--- src/rtl/serial_byte_collector.sv ---
// Serial-to-parallel byte collector with a one-entry output buffer,
// octal view of the held byte, and sticky overrun / framing error flags.
module serial_byte_collector #(
    parameter bit MSB_FIRST = 1'b1
) (
    input  logic       clk,
    input  logic       nReset,
    input  logic       bit_valid,
    input  logic       bit_in,
    input  logic       frame_start,
    input  logic       out_ready,
    input  logic       clr_err,
    output logic       out_valid,
    output logic [7:0] out_byte,
    output logic [8:0] out_octal,
    output logic       busy,
    output logic       overrun,
    output logic       frame_err
);

    typedef enum logic {S_IDLE, S_SHIFT} state_t;

    state_t     r_state, w_state_nxt;
    logic [2:0] r_count, w_count_nxt;
    logic [7:0] r_sr, w_sr_nxt, w_shifted;
    logic       w_done, w_frame_set;
    logic       w_load, w_drop;
    logic       r_full;
    logic [7:0] r_byte;
    logic       r_ovr, r_ferr;

    assign w_shifted = MSB_FIRST ? {r_sr[6:0], bit_in} : {bit_in, r_sr[7:1]};

    always_ff @(posedge clk) begin
        if (!nReset) begin
            r_state <= S_IDLE;
            r_count <= 3'd0;
            r_sr    <= 8'd0;
        end else begin
            r_state <= w_state_nxt;
            r_count <= w_count_nxt;
            r_sr    <= w_sr_nxt;
        end
    end

    // A frame_start bit restarts the count at 1; stale bits of the discarded
    // partial byte are pushed out by the 7 shifts that follow.
    always_comb begin
        w_state_nxt = r_state;
        w_count_nxt = r_count;
        w_sr_nxt    = r_sr;
        w_done      = 1'b0;
        w_frame_set = 1'b0;
        if (bit_valid) begin
            w_sr_nxt = w_shifted;
            if (frame_start) begin
                w_frame_set = (r_count != 3'd0);
                w_count_nxt = 3'd1;
                w_state_nxt = S_SHIFT;
            end else if (r_count == 3'd7) begin
                w_done      = 1'b1;
                w_count_nxt = 3'd0;
                w_state_nxt = S_IDLE;
            end else begin
                w_count_nxt = r_count + 3'd1;
                w_state_nxt = S_SHIFT;
            end
        end
    end

    assign w_load = w_done & (~r_full | out_ready);
    assign w_drop = w_done & r_full & ~out_ready;

    always_ff @(posedge clk) begin
        if (!nReset) begin
            r_full <= 1'b0;
            r_byte <= 8'd0;
            r_ovr  <= 1'b0;
            r_ferr <= 1'b0;
        end else begin
            if (w_load) begin
                r_full <= 1'b1;
                r_byte <= w_shifted;
            end else if (out_ready) begin
                r_full <= 1'b0;
            end
            // Set beats clear when both happen in one cycle.
            r_ovr  <= w_drop | (r_ovr & ~clr_err);
            r_ferr <= w_frame_set | (r_ferr & ~clr_err);
        end
    end

    assign out_valid = r_full;
    assign out_byte  = r_byte;
    assign out_octal = {1'b0, r_byte};
    assign busy      = (r_count != 3'd0);
    assign overrun   = r_ovr;
    assign frame_err = r_ferr;

endmodule

--- config.mk ---
export PLATFORM = sky130hd
export DESIGN_NAME = serial_byte_collector
export DESIGN_NICKNAME = d
export VERILOG_FILES = /design/src/rtl/serial_byte_collector.sv
export SDC_FILE = /design/constraint.sdc
export NUM_CORES = 1
export LEC_CHECK = 0
export BUFFER_PORTS_ARGS = -buffer_cell sky130_fd_sc_hd__buf_2
export CORE_AREA = 4 4 48 50
export DETAILED_ROUTE_END_ITERATION = 10
export DIE_AREA = 0 0 52 54
export HOLD_SLACK_MARGIN = 0.12
export PLACE_DENSITY = 0.82
export SLEW_MARGIN = 15
export SYNTH_ARGS = -nofsm -noshare
export SYNTH_HDL_FRONTEND = slang
export SYNTH_SLANG_ARGS = --single-unit
--- constraint.sdc ---
create_clock -name clk -period 2.9 [get_ports clk]
set_input_delay 0.435 -clock clk [delete_from_list [all_inputs] [get_ports clk]]
set_output_delay 0.435 -clock clk [all_outputs]
set_load 0.05 [all_outputs]
==> run metrics <==
outcome finished clean; vias in the first global route roughly 570; Yosys Warn Count 0; Die Area roughly 2800 um^2; RSZ-0062 raised after global routing no; vias per cell around 4.6; critical-path cell list inv_1 > ha_1 > nand2b_1 > buf_2; final worst-path cycle share 0.6001; Main synth FF type dfxtp_1; fraction of layout cells with a size suffix above 1 0.2672; CTS Buf Count 3; initial antenna violation count 0; fillers 172; post-synthesis sequential area ratio 0.4297; Peak Freq about 570 MHz; count leader, synth dfxtp_1; HPWL after detailed placement around 1200 um; Core Region around 1900 um^2; # clock sinks 21; Leak 0.0004951 uW; CTS tree built; RR Startpoint r_count[0]$_SDFFE_PN0P_; crit path max fanout 4; Ports 28; Max Cap Viol 0; Post-Synthesis Cell Area 978.4 um^2; hold buffer count at cts 0; CP Class reg -> out; reg2reg end out_byte[7]$_SDFFE_PN0P_; CP Depth 4; DP Area between 1000 and 1500 um^2; crit path DAT 1310 ps; Pwr per Cell Area 448.4 nW/um^2; CP Buf/Inv Count 2; Layout Nets ~130; DR iter-0 viols 1; Avg WL per Cell between 10 and 15 um; first-pass GRT wire length approximately 2400 um; routability cong. roughly 0.7; Synth area leader dfxtp_1; startpoint type of the worst setup path flip-flop; fin crit period roughly 1700 ps; Antenna Nets Post-Route 0; ys async rst share 0; Worst EP required 2470 ps; cell count after synthesis between 100 and 150; root buf cell clkbuf_4; Max rail drop VDD ~250 uV; most area-consuming cells after synthesis dfxtp_1, mux2i_1, buf_4; Vias between 600 and 700; Area Overhead vs Synth 8.056%; Die Y around 54 um; CTS resizes 0; Diodes inserted 0; CP startpoint r_count[0]$_SDFFE_PN0P_; reg2reg setup slack between 1000 and 1500 ps; Placed Instances between 100 and 150; Mapped Nets roughly 110; Clock transition at path regs between 100 and 150 ps; GRT Residual Overflow 0; Finished Layout Cells 143; row count 16; GRT Total Usage 0.1181; Clock Latency Late Sink about 300 ps; crit end category output pin; largest net degree at the start of global routing 30; Slew Viols, Final 0; top cell family by delay on the critical path flip-flops; CTS max path bufs 2; R2R depth 5; setup TNS 0 ps; DRT Wirelength approximately 1500 um; Post CTS Setup Buffer Count 0; final hold violations 0; # H-tree levels 1; final setup vio count 0; library cells used by synthesis 23; Hold Crit Class in -> reg; CP endpoint busy; Final Skew between 10 and 15 ps; PortBufs 26; EDFF count, synth 0; Die W 52 um; Post-synth top cells dfxtp_1, nand2_1, mux2i_1, buf_4, nor2b_1; Avg Cell Area, Syn about 9.7 um^2; Yosys reg bits 21; design area approximately 1100 um^2; drt pass-1 iters 2; starting density of the core 0.5145; Crit path largest cell delay approximately 400 ps; area share of the largest cell type after synthesis 0.4297; DRC 0; Slowest-stage cell, CP dfxtp_1
==> through the flow <==
| stage | power, uW | hold slack, ps | setup slack [ps] | utilization |
|---|---|---|---|---|
| finish | 474.1 | 386.1 | 1160 | 0.5559 |
| global route | 494.3 | 371.6 | 1094 | 0.5559 |
| CTS | 477.7 | 384.8 | 1159 | 0.5559 |
| detailed placement | 342.9 | 458.3 | 1396 | 0.5421 |
| global placement | 341.5 | 448.1 | 1444 | 0.5421 |
| floorplan | 336.2 | 437.4 | 1515 | - |
==> flip-flops by register name (all words and copies together) (netlist names) <==
name / cells
r_sr: 7
out_byte: 8
frame_err: 1
overrun: 1
out_valid: 1
r_count: 3
==> cells by family after synthesis <==
group                      count (synthesis)  share of synthesized area
other                                      1                   0.003833
adders and majority gates                  3                    0.03837
AOI/OAI and AO/OA                          7                    0.04732
buffers and inverters                     19                     0.1291
DFF                                       21                     0.4297
and+or+nand+nor                           35                     0.1982
muxes                                     15                     0.1534
==> worst min-delay path by stage <==
stage / startpoint / to / slack, ps / depth (start not counted)
final: bit_in / out_byte[0]$_SDFFE_PN0P_ / 390 / 3
after global routing: bit_in / out_byte[0]$_SDFFE_PN0P_ / 370 / 3
after CTS: bit_in / out_byte[0]$_SDFFE_PN0P_ / 380 / 3
after detailed placement: out_byte[0]$_SDFFE_PN0P_ / out_byte[0]$_SDFFE_PN0P_ / 460 / 2
after global placement: out_byte[1]$_SDFFE_PN0P_ / out_byte[1]$_SDFFE_PN0P_ / 450 / 2
after floorplan: r_sr[6]$_SDFFE_PN0P_ / out_byte[7]$_SDFFE_PN0P_ / 440 / 2
==> metal layers <==
metal | global-route usage | vias up | share of wire
li1 | - | 346 | -
met1 | 0.1330 | 289 | 0.43
met2 | 0.1925 | 14 | 0.51
met3 | 0.02770 | 4 | 0.035
met4 | 0.09170 | 0 | 0.026
met5 | 0 | - | 0
==> layout by cell type, fill, tap and decap left out, drive strengths merged <==
cell type / count
a21boi: 1
a21oi: 1
a32oi: 1
and2: 3
buf: 26
clkbuf: 4
conb: 1
dfxtp: 21
ha: 3
inv: 4
mux2i: 15
nand2: 17
nand2b: 2
nand3b: 2
nor2: 2
nor2b: 9
o21ai: 2
o22ai: 1
o2bb2ai: 1
==> cell type report <==
type	count	area, um^2	area share
clock buffer	4	26.28	0.02485
inverter	4	15.01	0.01420
multi-input combinational	61	431.7	0.4083
sequential	21	420.4	0.3976
tap	27	33.78	0.03195
timing repair buffer	26	130.1	0.1231
==> report_power, final <==
part / total (uW) / switching [uW] / internal [uW]
registers: 295 / 2.96 / 292
clock network: 138 / 84.5 / 53.6
logic: 40.8 / 26.6 / 14.1
total: 474 / 114 / 360
==> worst register-to-register path: cells and delay by family (launching register included) <==
family	cells	cell delay (ps)
adder cells (fa/ha/maj)	2	370
multiplexers	1	240
flip-flops	1	400
AND/OR/NAND/NOR	2	410
(Power assumes the default switching activity.)
